**src/rtl/branch_resolve_queue_if.sv**
```systemverilog
// Prediction/resolve/training bundle between the predictor, execute stage and
// the in-flight branch queue.
interface branch_resolve_queue_if #(
  parameter int unsigned DEPTH = 4,
  parameter int unsigned TAG_W = 8,
  parameter int unsigned CNT_W = 16
);
  localparam int unsigned OCC_W = $clog2(DEPTH) + 1;

  logic             pred_valid;
  logic             pred_taken;
  logic [TAG_W-1:0] pred_tag;
  logic             pred_ready;
  logic             res_valid;
  logic             res_taken;
  logic [TAG_W-1:0] res_tag;
  logic             upd_result;
  logic             upd_taken;
  logic             mispredict;
  logic [TAG_W-1:0] mispredict_tag;
  logic             tag_error;
  logic [OCC_W-1:0] count;
  logic [CNT_W-1:0] miss_count;

  modport master (
    output pred_valid, pred_taken, pred_tag, res_valid, res_taken, res_tag,
    input  pred_ready, upd_result, upd_taken, mispredict, mispredict_tag,
           tag_error, count, miss_count
  );

  modport slave (
    input  pred_valid, pred_taken, pred_tag, res_valid, res_taken, res_tag,
    output pred_ready, upd_result, upd_taken, mispredict, mispredict_tag,
           tag_error, count, miss_count
  );
endinterface

```
**src/rtl/branch_resolve_queue.sv**
```systemverilog
// In-order queue of outstanding branch predictions; resolves the oldest entry,
// trains the predictor, flags mispredicts and flushes wrong-path entries.
module branch_resolve_queue #(
  parameter int unsigned DEPTH = 4,
  parameter int unsigned TAG_W = 8,
  parameter int unsigned CNT_W = 16
) (
  input  logic                   clk,
  input  logic                   rst_n,
  branch_resolve_queue_if.slave  bus
);
  localparam int unsigned PTR_W = $clog2(DEPTH);
  localparam int unsigned OCC_W = PTR_W + 1;

  typedef struct packed {
    logic             taken;
    logic [TAG_W-1:0] tag;
  } entry_t;

  entry_t           mem [DEPTH];
  logic [PTR_W-1:0] rd_ptr, wr_ptr;
  logic [OCC_W-1:0] count_q, count_next;
  logic [CNT_W-1:0] miss_q;
  logic             upd_result_q, upd_taken_q, mispredict_q, tag_error_q;
  logic [TAG_W-1:0] mispredict_tag_q;

  entry_t head;
  logic   empty, ready, push, pop, tag_ok, hit, flush, terr;

  // Head examination and queue control, all from registered occupancy
  always_comb begin
    head       = mem[rd_ptr];
    empty      = (count_q == '0);
    ready      = (count_q != OCC_W'(DEPTH));
    push       = bus.pred_valid && ready;
    pop        = bus.res_valid && !empty;
    tag_ok     = (head.tag == bus.res_tag);
    hit        = pop && tag_ok;
    flush      = hit && (head.taken != bus.res_taken);
    terr       = bus.res_valid && (empty || !tag_ok);
    count_next = count_q + OCC_W'(push) - OCC_W'(pop);
    if (flush) count_next = '0;
  end

  always_ff @(posedge clk) begin
    if (!rst_n) begin
      rd_ptr           <= '0;
      wr_ptr           <= '0;
      count_q          <= '0;
      miss_q           <= '0;
      upd_result_q     <= 1'b0;
      upd_taken_q      <= 1'b0;
      mispredict_q     <= 1'b0;
      mispredict_tag_q <= '0;
      tag_error_q      <= 1'b0;
    end else begin
      count_q      <= count_next;
      upd_result_q <= hit;
      mispredict_q <= flush;
      tag_error_q  <= terr;
      if (hit) upd_taken_q <= bus.res_taken;
      // Flush drops the same-cycle push, so the write pointer stays put
      if (flush) begin
        rd_ptr           <= wr_ptr;
        mispredict_tag_q <= bus.res_tag;
        if (miss_q != '1) miss_q <= miss_q + CNT_W'(1);
      end else begin
        if (pop)  rd_ptr <= rd_ptr + PTR_W'(1);
        if (push) wr_ptr <= wr_ptr + PTR_W'(1);
      end
    end
  end

  // Storage needs no reset; occupancy decides what is live
  always_ff @(posedge clk) begin
    if (push && !flush) mem[wr_ptr] <= {bus.pred_taken, bus.pred_tag};
  end

  assign bus.pred_ready     = ready;
  assign bus.upd_result     = upd_result_q;
  assign bus.upd_taken      = upd_taken_q;
  assign bus.mispredict     = mispredict_q;
  assign bus.mispredict_tag = mispredict_tag_q;
  assign bus.tag_error      = tag_error_q;
  assign bus.count          = count_q;
  assign bus.miss_count     = miss_q;
endmodule

```
**src/flat_wrapper.sv**
```systemverilog
// flat-port wrapper written by rule: the top's interface ports become plain ports
module branch_resolve_queue_flat 
#(
  parameter int unsigned DEPTH = 4,
  parameter int unsigned TAG_W = 8,
  parameter int unsigned CNT_W = 16
)
  (clk, rst_n, bus_pred_valid, bus_pred_taken, bus_pred_tag, bus_res_valid, bus_res_taken, bus_res_tag, bus_pred_ready, bus_upd_result, bus_upd_taken, bus_mispredict, bus_mispredict_tag, bus_tag_error, bus_count, bus_miss_count);
  branch_resolve_queue_if #(.DEPTH(DEPTH), .TAG_W(TAG_W), .CNT_W(CNT_W)) bus_i ();
  input  logic clk;
  input  logic rst_n;
  input wire logic [$bits(bus_i.pred_valid)-1:0] bus_pred_valid;
  input wire logic [$bits(bus_i.pred_taken)-1:0] bus_pred_taken;
  input wire logic [$bits(bus_i.pred_tag)-1:0] bus_pred_tag;
  input wire logic [$bits(bus_i.res_valid)-1:0] bus_res_valid;
  input wire logic [$bits(bus_i.res_taken)-1:0] bus_res_taken;
  input wire logic [$bits(bus_i.res_tag)-1:0] bus_res_tag;
  output wire logic [$bits(bus_i.pred_ready)-1:0] bus_pred_ready;
  output wire logic [$bits(bus_i.upd_result)-1:0] bus_upd_result;
  output wire logic [$bits(bus_i.upd_taken)-1:0] bus_upd_taken;
  output wire logic [$bits(bus_i.mispredict)-1:0] bus_mispredict;
  output wire logic [$bits(bus_i.mispredict_tag)-1:0] bus_mispredict_tag;
  output wire logic [$bits(bus_i.tag_error)-1:0] bus_tag_error;
  output wire logic [$bits(bus_i.count)-1:0] bus_count;
  output wire logic [$bits(bus_i.miss_count)-1:0] bus_miss_count;
  assign bus_i.pred_valid = bus_pred_valid;
  assign bus_i.pred_taken = bus_pred_taken;
  assign bus_i.pred_tag = bus_pred_tag;
  assign bus_i.res_valid = bus_res_valid;
  assign bus_i.res_taken = bus_res_taken;
  assign bus_i.res_tag = bus_res_tag;
  assign bus_pred_ready = bus_i.pred_ready;
  assign bus_upd_result = bus_i.upd_result;
  assign bus_upd_taken = bus_i.upd_taken;
  assign bus_mispredict = bus_i.mispredict;
  assign bus_mispredict_tag = bus_i.mispredict_tag;
  assign bus_tag_error = bus_i.tag_error;
  assign bus_count = bus_i.count;
  assign bus_miss_count = bus_i.miss_count;
  branch_resolve_queue #(.DEPTH(DEPTH), .TAG_W(TAG_W), .CNT_W(CNT_W)) u_core (.clk(clk), .rst_n(rst_n), .bus(bus_i));
endmodule
```
**config.mk**
```make
export PLATFORM = sky130hd
export DESIGN_NAME = branch_resolve_queue_flat
export DESIGN_NICKNAME = d
export VERILOG_FILES = /design/src/rtl/branch_resolve_queue_if.sv /design/src/rtl/branch_resolve_queue.sv /design/src/flat_wrapper.sv
export SDC_FILE = /design/constraint.sdc
export NUM_CORES = 1
export LEC_CHECK = 0
export CORE_MARGIN = 5
export CORE_UTILIZATION = 59
export CTS_BUF_LIST = sky130_fd_sc_hd__clkbuf_8
export DETAILED_ROUTE_END_ITERATION = 8
export PLACE_DENSITY_LB_ADDON = 0.12
export SLEW_MARGIN = 10
export SYNTH_ARGS = -nofsm -noshare
export SYNTH_HDL_FRONTEND = slang
export SYNTH_SLANG_ARGS = --single-unit
```
**constraint.sdc**
```tcl
create_clock -name clk -period 9.1 [get_ports clk]
set_input_delay 1.82 -clock clk [delete_from_list [all_inputs] [get_ports clk]]
set_output_delay 1.82 -clock clk [all_outputs]
set_load 0.005 [all_outputs]
```
Word level (Yosys, flattened, before mapping)
Memories as Yosys holds them, arrays and structs flattened. A register that Yosys moved wholly into a read port is not among the register bits.
Cells that the tools add are included.
{"block": "totals", "mem_count": 1, "out_inout_bits": 32, "ff_bits": 35, "wordCells": 42, "input_bits": 22, "mem_bits_rw": 36}
{"memory": "u_core.mem", "words": 4, "word_bits": 9, "rd": 1, "rd_clocked_by_memory_dff": 1, "write_ports": 1, "line": "branch_resolve_queue.sv:20", "source": "entry_t mem [DEPTH];"}
{"block": "classes", "n_bitwise": 2, "n_eq_ne": 4, "reduce_logical": 15, "muxes": 6, "add_sub_neg": 5}
{"op": "$add 16x1->16 const B", "count": 1}
{"op": "$ne 16x16->1 const B", "count": 1}
{"op": "$eq 8x8->1", "count": 1}
{"op": "$mux 2", "count": 4}
{"op": "$logic_and 1x1->1", "count": 6}
{"op": "$add 2x1->2 const B", "count": 2}
{"op": "$reduce_and 2->1", "count": 2}
{"op": "$add 3x1->3", "count": 1}
{"op": "$logic_not 1->1", "count": 3}
{"op": "$logic_not 3->1", "count": 1}
{"op": "$ne 3x3->1 const B", "count": 1}
{"op": "$sub 3x1->3", "count": 1}
{"op": "$mux 1", "count": 2}
{"op": "$not 1->1", "count": 2}
{"op": "$reduce_bool 2->1", "count": 1}
{"op": "$reduce_or 2->1", "count": 1}
{"op": "$logic_or 1x1->1", "count": 1}
{"op": "$ne 1x1->1", "count": 1}

Longest topological paths before layout
Gate-level depths: netlist (run 1).
{"block": "depth", "depth_word": 9, "ltp_mapped": 10, "depth_no_buf": 10}

Worst setup path before layout (run 1)
OpenSTA, ideal clock, no wires.
{"block": "synth_timing", "kind": "input to register", "startpoint": "input port bus_res_valid", "endpoint": "memory u_core.mem[0][0] (netlist name) (enable)", "arrival_ns": 3.417, "t_required_ns": 8.817, "stages": 6, "slack_ns": 5.400, "path_buffers": 2, "setup_time_ns": 0.283, "path_cell_list": "nand2_1 or2_2 or4_4 buf_6 clkbuf_1 and3_1"}
{"block": "synth_between", "elab_chain_cells": 7}
{"item": "from (decl)", "line": "flat_wrapper.sv:15", "source": "input wire logic [$bits(bus_i.res_valid)-1:0] bus_res_valid;"}
{"item": "$logic_and 1x1->1", "line": "branch_resolve_queue.sv:36", "source": "pop = bus.res_valid && !empty;"}
{"item": "$logic_and 1x1->1", "line": "branch_resolve_queue.sv:38", "source": "hit = pop && tag_ok;"}
{"item": "$logic_and 1x1->1", "line": "branch_resolve_queue.sv:39", "source": "flush = hit && (head.taken != bus.res_taken);"}
{"item": "$logic_not 1->1", "line": "branch_resolve_queue.sv:76", "source": "if (push && !flush) mem[wr_ptr] <= {bus.pred_taken, bus.pred_tag};"}
{"item": "$logic_and 1x1->1", "line": "branch_resolve_queue.sv:76"}
{"item": "$mux 1", "line": "branch_resolve_queue.sv:76"}
{"item": "$mux 1 (not written as such)", "line": "branch_resolve_queue.sv:76"}
{"item": "to (decl)", "line": "branch_resolve_queue.sv:20"}
Every way passes these cells.

Worst setup path in the final report (run 1)
{"block": "layout_timing", "startpoint": "input port bus_res_valid", "endpoint": "register u_core.miss_q[10] (netlist: u_core.bus.miss_count[10])"}
{"block": "layout_between", "elab_chain_cells": 4}
{"item": "$logic_and 1x1->1", "line": "branch_resolve_queue.sv:36"}
{"item": "$logic_and 1x1->1", "line": "branch_resolve_queue.sv:38"}
{"item": "$logic_and 1x1->1", "line": "branch_resolve_queue.sv:39"}
{"item": "$reduce_and 2->1 (no source line)"}
{"item": "to (signal assigned)", "line": "branch_resolve_queue.sv:66", "source": "if (miss_q != '1) miss_q <= miss_q + CNT_W'(1);"}
{"item": "to (decl)", "line": "branch_resolve_queue.sv:23", "source": "logic [CNT_W-1:0] miss_q;"}
Every way passes these cells.
A chain may end at the register's enable or synchronous reset.

==> impl_metrics.tcl, run 1 <==
set metrics [dict create \
    drc_errors 0 \
    gr-total-overflow 0 \
    slew_headroom 0.171 \
    grt_pass1_vias 2112 \
    ys_top_cells_by_area "edfxtp_1 34%, dfxtp_1 23%, mux4_1 4.1%" \
    io_buffers 53 \
    grt_max_degree 41 \
    max_slew.worst_pin.slew_ps 1230 \
    core_area_mm2 0.00541 \
    power_frac_seq 0.472 \
    clkPwrFrac 0.315 \
    drive_gt1_frac 0.0923 \
    endpoint_kind "register" \
    min_path_type "register to register" \
    syn_area_mm2 0.00322 \
    powerDensity_mw_per_mm2 214 \
    layout.cells.most_common "clkdlybuf4s50_1" \
    switching_share 0.289 \
    report.final.slew_viol_count 0 \
    rr_endpoint "u_core.bus.miss_count[10]$_SDFFE_PN0P_" \
    vias_per_cell 5.64 \
    rsz0062_at_grt "no" \
    final_cell_mix "53 x clkdlybuf4s50_1, 37 x dfxtp_1, 36 x edfxtp_1" \
    dp_hpwl_um 4570 \
    fin_skew_ps 6.29 \
    cts.sinks 73 \
    ir_drop_uv 174 \
    ys_seq_area_frac 0.565 \
    fp.dieArea_mm2 0.00704 \
    hold_viol 0 \
    cts_hold_buf 0 \
    cts_tree "built" \
    syn2layout_area_growth_pct 22.9 \
    die_h_um 83.9 \
    crit_required_ps 9380 \
    track_usage 0.188 \
    clkTransAtPathRegs_ps 80 \
    cts_inserted_buffers 9 \
    drt.antenna.violating_nets 0 \
    synth.largest_area_cell "edfxtp_1" \
    yosysTopAreaCellShare 0.335 \
    cts_resized 0 \
    start_kind "input pin" \
    syn_avg_cell_area_um2 11.9 \
    antennaDiodeCount 0 \
    io_pins 54 \
    synthCells 270 \
    r2r_setup_slack_ps 5680 \
    hold_path_end "u_core.bus.mispredict_tag[5]$_SDFFE_PN0P_" \
    clkLatencyLatePin_ps 350 \
    post_cts.repair.setup_buffers 0 \
    synth_cell_types 40 \
    arrival_ps 4410 \
    min_period_ps 4130 \
    whs_path_depth 2 \
    first_pass_iters 4 \
    p_leak_nw 1.34 \
    nFillCells 378 \
    synth_seq_cells 73 \
    combPwrFrac 0.213 \
    p_sw_w 0.000245 \
    yosysWarnings 0 \
    min_from "u_core.bus.mispredict_tag[5]$_SDFFE_PN0P_" \
    rows 27 \
    finalSetupTns_ps 0 \
    crit_type "input pin to register" \
    grt_pass1_wl_um 10300 \
    vias 2241 \
    clockBufferDepth 2 \
    wl_um 6420 \
    holdWs_ps 461 \
    drt_iter0_markers 88 \
    gp_congestion 0.746 \
    crit_path_max_fanout 14 \
    setup_viol 0 \
    syn_nets 300 \
    clockRootBuffer "clkbuf_8" \
    clock.fmax_ghz 0.242 \
    grt_antenna_before_repair 0 \
    final_util 0.733 \
    status "finished clean" \
    r2r_cells 6 \
    maxCapViolCount 0 \
    htree_levels 3 \
    start_util 0.597 \
    nets 350 \
    die_x_um 83.9 \
    p_int_w 0.000602 \
    wl_per_cell_um 16.2 \
    fin_crit_sh 0.454 \
]
worst max-delay path by stage:
stage	from	endpoint	slack, ps	cells after the start
2_1_floorplan	bus_res_valid	u_core.mem[0][0]$_DFFE_PP_	5400	6
3_3_place_gp	bus_res_valid	u_core.bus.miss_count[10]$_SDFFE_PN0P_	4750	6
3_5_place_dp	bus_res_valid	u_core.bus.miss_count[12]$_SDFFE_PN0P_	4670	6
4_1_cts	bus_res_valid	u_core.bus.miss_count[10]$_SDFFE_PN0P_	5010	6
5_1_grt	bus_res_valid	u_core.bus.miss_count[2]$_SDFFE_PN0P_	4860	6
6_report	bus_res_valid	u_core.bus.miss_count[10]$_SDFFE_PN0P_	4970	6
cells by family after synthesis:
logic type,after synthesis,synth area share
DFF,73,0.565
and+or+nand+nor,102,0.171
buffers and inverters,24,0.0415
xor gates and xnor gates,11,0.0392
AOI/OAI and AO/OA,37,0.0625
muxes,15,0.0873
adders and majority gates,8,0.0334
cell usage after synthesis:
master and count:
dlygate4sd1_1 1, o21ai_1 1, and3_1 9, nand2b_1 3, clkbuf_8 2, o21a_1 1
o31ai_1 2, nand3_1 10, xnor2_2 4, ha_1 7, fa_1 1, or4_4 1
and4_1 2, and3_2 1, o311ai_0 1, nor4_1 5, nand4_1 4, a21oi_1 20
mux4_2 4, nand2_1 33, nor3b_1 2, nor2_1 8, o21ai_0 10, nor4b_2 1
dfxtp_1 37, or3_1 9, edfxtp_1 36, clkbuf_1 8, mux4_1 5, buf_4 1
or2_2 1, mux2i_1 6, or4_1 4, xnor2_1 7, inv_1 10, nor3_1 4
buf_6 2, and2_1 4, nand4_2 1, a21boi_0 2
area by class of cell:
cell class	instances	area [µm²]	area share
Tap cell	72	90.1	0.0227
Clock buffer	9	124	0.0313
Clock inverter	7	85.1	0.0215
Sequential cell	73	1820	0.460
Multi-Input combinational cell	173	1270	0.322
Timing Repair Buffer	53	531	0.134
Inverter	10	37.5	0.00947
metal layers:
metal,global-route usage,share of wire,vias up
li1,-,-,1094
met1,0.225,0.42,1073
met2,0.315,0.50,57
met3,0.0375,0.040,17
met4,0.110,0.032,0
met5,0,0,-
worst max-delay path, cell delays in order:
cell	delay [ps]
clkdlybuf4s50_1	480
nand2_1	180
or2_2	380
nor4_2	1060
and3_1	320
mux2i_1	180
power by group through the flow:
stage	logic [W]	registers, W	clock network, W
6_report	0.000181	0.000400	0.000267
5_1_grt	0.000197	0.000404	0.000286
4_1_cts	0.000183	0.000401	0.000271
3_5_place_dp	0.000181	0.000408	0
3_3_place_gp	0.000174	0.000407	0
2_1_floorplan	0.000141	0.000394	0
through the flow:
stage	worst slack (ps)	instances	area, µm²	total power [W]
after floorplan	5400	270	3220	0.000534
final	4970	397	3960	0.000847
after CTS	5010	397	3960	0.000855
after global routing	4860	397	3960	0.000887
after global placement	4750	381	3750	0.000581
after detailed placement	4670	381	3750	0.000589
registers in the layout, summed over array words and instances (netlist names), named ones only:
name / flops
u_core.mem: 36
u_core.bus.miss_count: 16
u_core.bus.upd_result: 1
u_core.wr_ptr: 2
u_core.bus.mispredict: 1
u_core.bus.count: 3
u_core.bus.upd_taken: 1
u_core.rd_ptr: 2
u_core.bus.mispredict_tag: 8
u_core.bus.tag_error: 1
Power figures use the tool's default switching activity.
==> run 2, diff against run 1 <==
--- a/config.mk
+++ b/config.mk
@@ -6,7 +6,7 @@
 export NUM_CORES = 1
 export LEC_CHECK = 0
 export CORE_MARGIN = 5
-export CORE_UTILIZATION = 59
+export CORE_UTILIZATION = 49
 export CTS_BUF_LIST = sky130_fd_sc_hd__clkbuf_8
 export DETAILED_ROUTE_END_ITERATION = 8
 export PLACE_DENSITY_LB_ADDON = 0.12
==> constraint.sdc (replaced) <==
create_clock -name clk -period 3.35 [get_ports clk]
set_input_delay 0.67 -clock clk [delete_from_list [all_inputs] [get_ports clk]]
set_output_delay 0.67 -clock clk [all_outputs]
set_load 0.005 [all_outputs]
==> impl_metrics.tcl, run 2 (synthesized netlist as in run 1, its figures left out) <==
set metrics [dict create \
    status "finished clean" \
    antennaDiodeCount 0 \
    start_kind "register" \
    endpoint_kind "register" \
    die_x_um 91.1 \
    crit_path_max_fanout 37 \
    p_int_w 0.00165 \
    grt_antenna_before_repair 0 \
    vias_per_cell 5.49 \
    rsz0062_at_grt "no" \
    clockRootBuffer "clkbuf_8" \
    first_pass_iters 4 \
    die_h_um 91.1 \
    holdWs_ps 463 \
    r2r_cells 7 \
    hold_viol 0 \
    io_pins 54 \
    switching_share 0.288 \
    syn2layout_area_growth_pct 24.7 \
    rr_endpoint "u_core.bus.miss_count[12]$_SDFFE_PN0P_" \
    clock.fmax_ghz 0.328 \
    setup_viol 0 \
    power_frac_seq 0.463 \
    ff_latch_area_mm2 0.00182 \
    track_usage 0.162 \
    core_area_mm2 0.00639 \
    htree_levels 3 \
    vias 2245 \
    maxCapViolCount 0 \
    nFillCells 529 \
    ir_drop_uv 392 \
    drt_iter0_markers 67 \
    cts.sinks 73 \
    cts_hold_buf 0 \
    crit_type "register to register" \
    fin_skew_ps 8.83 \
    dp_cells 393 \
    fin_area_mm2 0.00402 \
    fp.dieArea_mm2 0.00830 \
    rows 29 \
    fin_crit_sh 0.910 \
    placed_cell_area_mm2 0.00381 \
    gp_congestion 0.739 \
    crit_required_ps 3620 \
    dp_hpwl_um 4700 \
    wl_per_cell_um 15.9 \
    largest_reg_flops 36 \
    multi_input_area_mm2 0.00127 \
    clkLatencyLatePin_ps 340 \
    r2r_setup_slack_ps 300 \
    final_cell_mix "53 x clkdlybuf4s50_1, 37 x dfxtp_1, 36 x edfxtp_1" \
    cts_inserted_buffers 9 \
    slew_headroom 0.670 \
    start_util 0.505 \
    clkPwrFrac 0.318 \
    p_leak_nw 1.37 \
    gr-total-overflow 0 \
    post_cts.repair.setup_buffers 0 \
    regMostFlops "u_core.mem" \
    powerDensity_mw_per_mm2 575 \
    cts_tree "built" \
    min_period_ps 3050 \
    clockBufferDepth 2 \
    wl_um 6500 \
    grt_pass1_wl_um 10700 \
    layout.cells.most_common "clkdlybuf4s50_1" \
    clkTransAtPathRegs_ps 90 \
    nets 357 \
    drt.antenna.violating_nets 0 \
    fin_cells 409 \
    io_buffers 53 \
    arrival_ps 3320 \
    grt_max_degree 38 \
    min_path_type "register to register" \
    cts_resized 0 \
    drive_gt1_frac 0.111 \
    grt_pass1_vias 2258 \
    finalSetupTns_ps 0 \
    max_slew.worst_pin.slew_ps 495 \
    drc_errors 0 \
    report.final.slew_viol_count 0 \
    combPwrFrac 0.219 \
    endpoint "u_core.bus.miss_count[12]$_SDFFE_PN0P_" \
    p_sw_w 0.000665 \
]
## run 2: metrics by stage
step	utilization	setup slack, ps	power, W
2_1_floorplan	-	483	0.00145
3_3_place_gp	0.597	264	0.00160
3_5_place_dp	0.597	240	0.00161
4_1_cts	0.630	278	0.00233
5_1_grt	0.630	163	0.00242
6_report	0.630	303	0.00231
## run 2: final cells by class
| type | count | share of cell area |
|---|---|---|
| well taps | 77 | 0.0240 |
| clock inverters | 7 | 0.0208 |
| inverters | 10 | 0.00933 |
| repair buffers | 60 | 0.145 |
| clock buffers | 9 | 0.0308 |
| multi-input cells | 173 | 0.317 |
| flip-flops and latches | 73 | 0.453 |
## run 2: power by group through the flow
stage	combinational [W]	clock, W	sequential, W
finish	0.000505	0.000735	0.00107
global route	0.000560	0.000779	0.00108
CTS	0.000515	0.000740	0.00107
detailed placement	0.000514	0	0.00109
global placement	0.000507	0	0.00109
floorplan	0.000382	0	0.00107
## run 2: how the worst min path moves through the flow
| stage | startpoint | end | slack, ps | cells after the start |
|---|---|---|---|---|
| floorplan | u_core.bus.mispredict_tag[0]$_SDFFE_PN0P_ | u_core.bus.mispredict_tag[0]$_SDFFE_PN0P_ | 450 | 2 |
| global placement | u_core.bus.mispredict_tag[0]$_SDFFE_PN0P_ | u_core.bus.mispredict_tag[0]$_SDFFE_PN0P_ | 440 | 2 |
| detailed placement | u_core.bus.mispredict_tag[6]$_SDFFE_PN0P_ | u_core.bus.mispredict_tag[6]$_SDFFE_PN0P_ | 450 | 2 |
| CTS | u_core.bus.mispredict_tag[6]$_SDFFE_PN0P_ | u_core.bus.mispredict_tag[6]$_SDFFE_PN0P_ | 460 | 2 |
| global route | u_core.bus.mispredict_tag[3]$_SDFFE_PN0P_ | u_core.bus.mispredict_tag[3]$_SDFFE_PN0P_ | 480 | 2 |
| finish | u_core.bus.mispredict_tag[2]$_SDFFE_PN0P_ | u_core.bus.mispredict_tag[2]$_SDFFE_PN0P_ | 460 | 2 |
## run 2: per-layer routing
metal | share of wire | wire length (µm) | track usage | up-vias
met5 | 0 | 0 | 0 | -
met4 | 0.011 | 74 | 0.0587 | 0
met3 | 0.036 | 235 | 0.0355 | 6
met2 | 0.51 | 3330 | 0.280 | 40
met1 | 0.44 | 2860 | 0.200 | 1096
li1 | - | - | - | 1103
## run 2: critical path, cell delays in order, from the launching register on
cell and delay (ps):
dfxtp_1 350, buf_4 210, mux4_2 570, xnor2_2 160
nand4_2 210, or4_4 760, or4_1 560, a21oi_1 160
==> run 3, diff against run 2 <==
--- a/config.mk
+++ b/config.mk
@@ -6,8 +6,7 @@
 export NUM_CORES = 1
 export LEC_CHECK = 0
 export CORE_MARGIN = 5
-export CORE_UTILIZATION = 49
-export CTS_BUF_LIST = sky130_fd_sc_hd__clkbuf_8
+export CORE_UTILIZATION = 48
 export DETAILED_ROUTE_END_ITERATION = 8
 export PLACE_DENSITY_LB_ADDON = 0.12
 export SLEW_MARGIN = 10
==> impl_metrics.tcl, run 3 (synthesized netlist as in run 1, its figures left out) <==
set metrics [dict create \
    status "finished clean" \
    drc_errors 0 \
    largest_reg_flops 36 \
    slew_headroom 0.460 \
    cts_tree "built" \
    report.final.slew_viol_count 0 \
    r2r_setup_slack_ps 280 \
    core_area_mm2 0.00646 \
    drt.antenna.violating_nets 0 \
    start_kind "register" \
    whs_path_depth 2 \
    slowest_stage "or4_4" \
    cts.sinks 73 \
    cp_cell_sequence "buf_4, mux4_2, xnor2_2, nand4_2, or4_4, or4_1, a21oi_1" \
    r2r_cells 7 \
    clockBufferDepth 2 \
    layout.cells.most_common "clkdlybuf4s50_1" \
    crit_type "register to register" \
    hold_path_end "u_core.bus.mispredict_tag[7]$_SDFFE_PN0P_" \
    p_leak_nw 1.35 \
    io_buffers 53 \
    min_period_ps 3070 \
    clockRootBuffer "clkbuf_8" \
    grt_max_degree 41 \
    gr-total-overflow 0 \
    final_cell_mix "53 x clkdlybuf4s50_1, 37 x dfxtp_1, 36 x edfxtp_1" \
    io_pins 54 \
    nets 354 \
    powerDensity_mw_per_mm2 570 \
    fp.dieArea_mm2 0.00846 \
    drive_gt1_frac 0.100 \
    clock.fmax_ghz 0.326 \
    syn2layout_area_growth_pct 23.8 \
    nFillCells 536 \
    post_cts.repair.setup_buffers 0 \
    rr_endpoint "u_core.bus.miss_count[12]$_SDFFE_PN0P_" \
    fin_skew_ps 8.49 \
    fin_crit_sh 0.917 \
    rsz0062_at_grt "no" \
    die_h_um 92.0 \
    dp_hpwl_um 4530 \
    clkLatencyLatePin_ps 350 \
    multi_input_area_mm2 0.00127 \
    rows 29 \
    pre_cts_slack_ps 210 \
    arrival_ps 3340 \
    wl_um 6350 \
    setup_viol 0 \
    dp_cells 390 \
    track_usage 0.160 \
    regMostFlops "u_core.mem" \
    antennaDiodeCount 0 \
    drt_iter0_markers 118 \
    min_path_type "register to register" \
    grt_antenna_before_repair 0 \
    wl_per_cell_um 15.6 \
    max_slew.worst_pin.slew_ps 809 \
    fin_area_mm2 0.00399 \
    vias_per_cell 5.38 \
    setup_slack_ps 280 \
    hold_viol 0 \
    htree_levels 3 \
    crit_required_ps 3620 \
    ff_latch_area_mm2 0.00182 \
    min_from "u_core.bus.mispredict_tag[7]$_SDFFE_PN0P_" \
    final_util 0.618 \
    cts_resized 0 \
    grt_pass1_wl_um 10400 \
    grt_pass1_vias 2107 \
    clkTransAtPathRegs_ps 80 \
    max_stage_delay_ps 770 \
    fin_cells 406 \
    vias 2184 \
    start_util 0.499 \
    first_pass_iters 6 \
    placed_cell_area_mm2 0.00379 \
    maxCapViolCount 0 \
    cts_inserted_buffers 9 \
    endpoint_kind "register" \
    crit_path_max_fanout 40 \
    finalSetupTns_ps 0 \
    cts_hold_buf 0 \
    die_x_um 92.0 \
    gp_congestion 0.793 \
    ir_drop_uv 470 \
]
==> run 3: worst max path at each step <==
stage,from,endpoint,slack [ps]
detailed placement,bus_res_taken,u_core.bus.miss_count[3]$_SDFFE_PN0P_,210
global route,register,u_core.bus.miss_count[12]$_SDFFE_PN0P_,90
global placement,bus_res_taken,u_core.bus.miss_count[3]$_SDFFE_PN0P_,250
finish,register,u_core.bus.miss_count[12]$_SDFFE_PN0P_,280
floorplan,register,u_core.mem[0][0]$_DFFE_PP_,480
CTS,register,u_core.bus.miss_count[12]$_SDFFE_PN0P_,250
==> run 3: per-stage QoR <==
stage | total power, W | hold WS, ps
floorplan | 0.00145 | 448
global placement | 0.00160 | 441
detailed placement | 0.00161 | 452
CTS | 0.00230 | 463
global route | 0.00240 | 475
finish | 0.00228 | 458
==> run 3: power by group <==
group	internal (W)	switching, W	leakage [nW]	total [W]
logic	0.000265	0.000241	0.620	0.000506
registers	0.00102	0.0000543	0.630	0.00108
clock network	0.000350	0.000344	0.102	0.000694
total	0.00164	0.000640	1.35	0.00228
==> run 3: layout make-up <==
| cell class | instances | area share |
|---|---|---|
| Tap cell | 77 | 0.0241 |
| Clock inverter | 7 | 0.0194 |
| Inverter | 10 | 0.00940 |
| Multi-Input combinational cell | 173 | 0.319 |
| Sequential cell | 73 | 0.456 |
| Clock buffer | 9 | 0.0310 |
| Timing Repair Buffer | 57 | 0.140 |
==> run 3: routing by layer <==
| metal | vias to the layer above | wire, µm | GRT usage |
|---|---|---|---|
| met5 | - | 0 | 0 |
| met4 | 0 | 106 | 0.0656 |
| met3 | 10 | 297 | 0.0540 |
| met2 | 41 | 3150 | 0.264 |
| met1 | 1033 | 2790 | 0.193 |
| li1 | 1100 | - | - |
==> run 3: worst max-delay path: cells and delay by family, from the launching register on <==
family | cells | cell delay (ps)
mux | 1 | 560
buf+inv | 1 | 220
compound gates | 1 | 160
xor+xnor | 1 | 160
flops | 1 | 360
simple gates | 3 | 1540
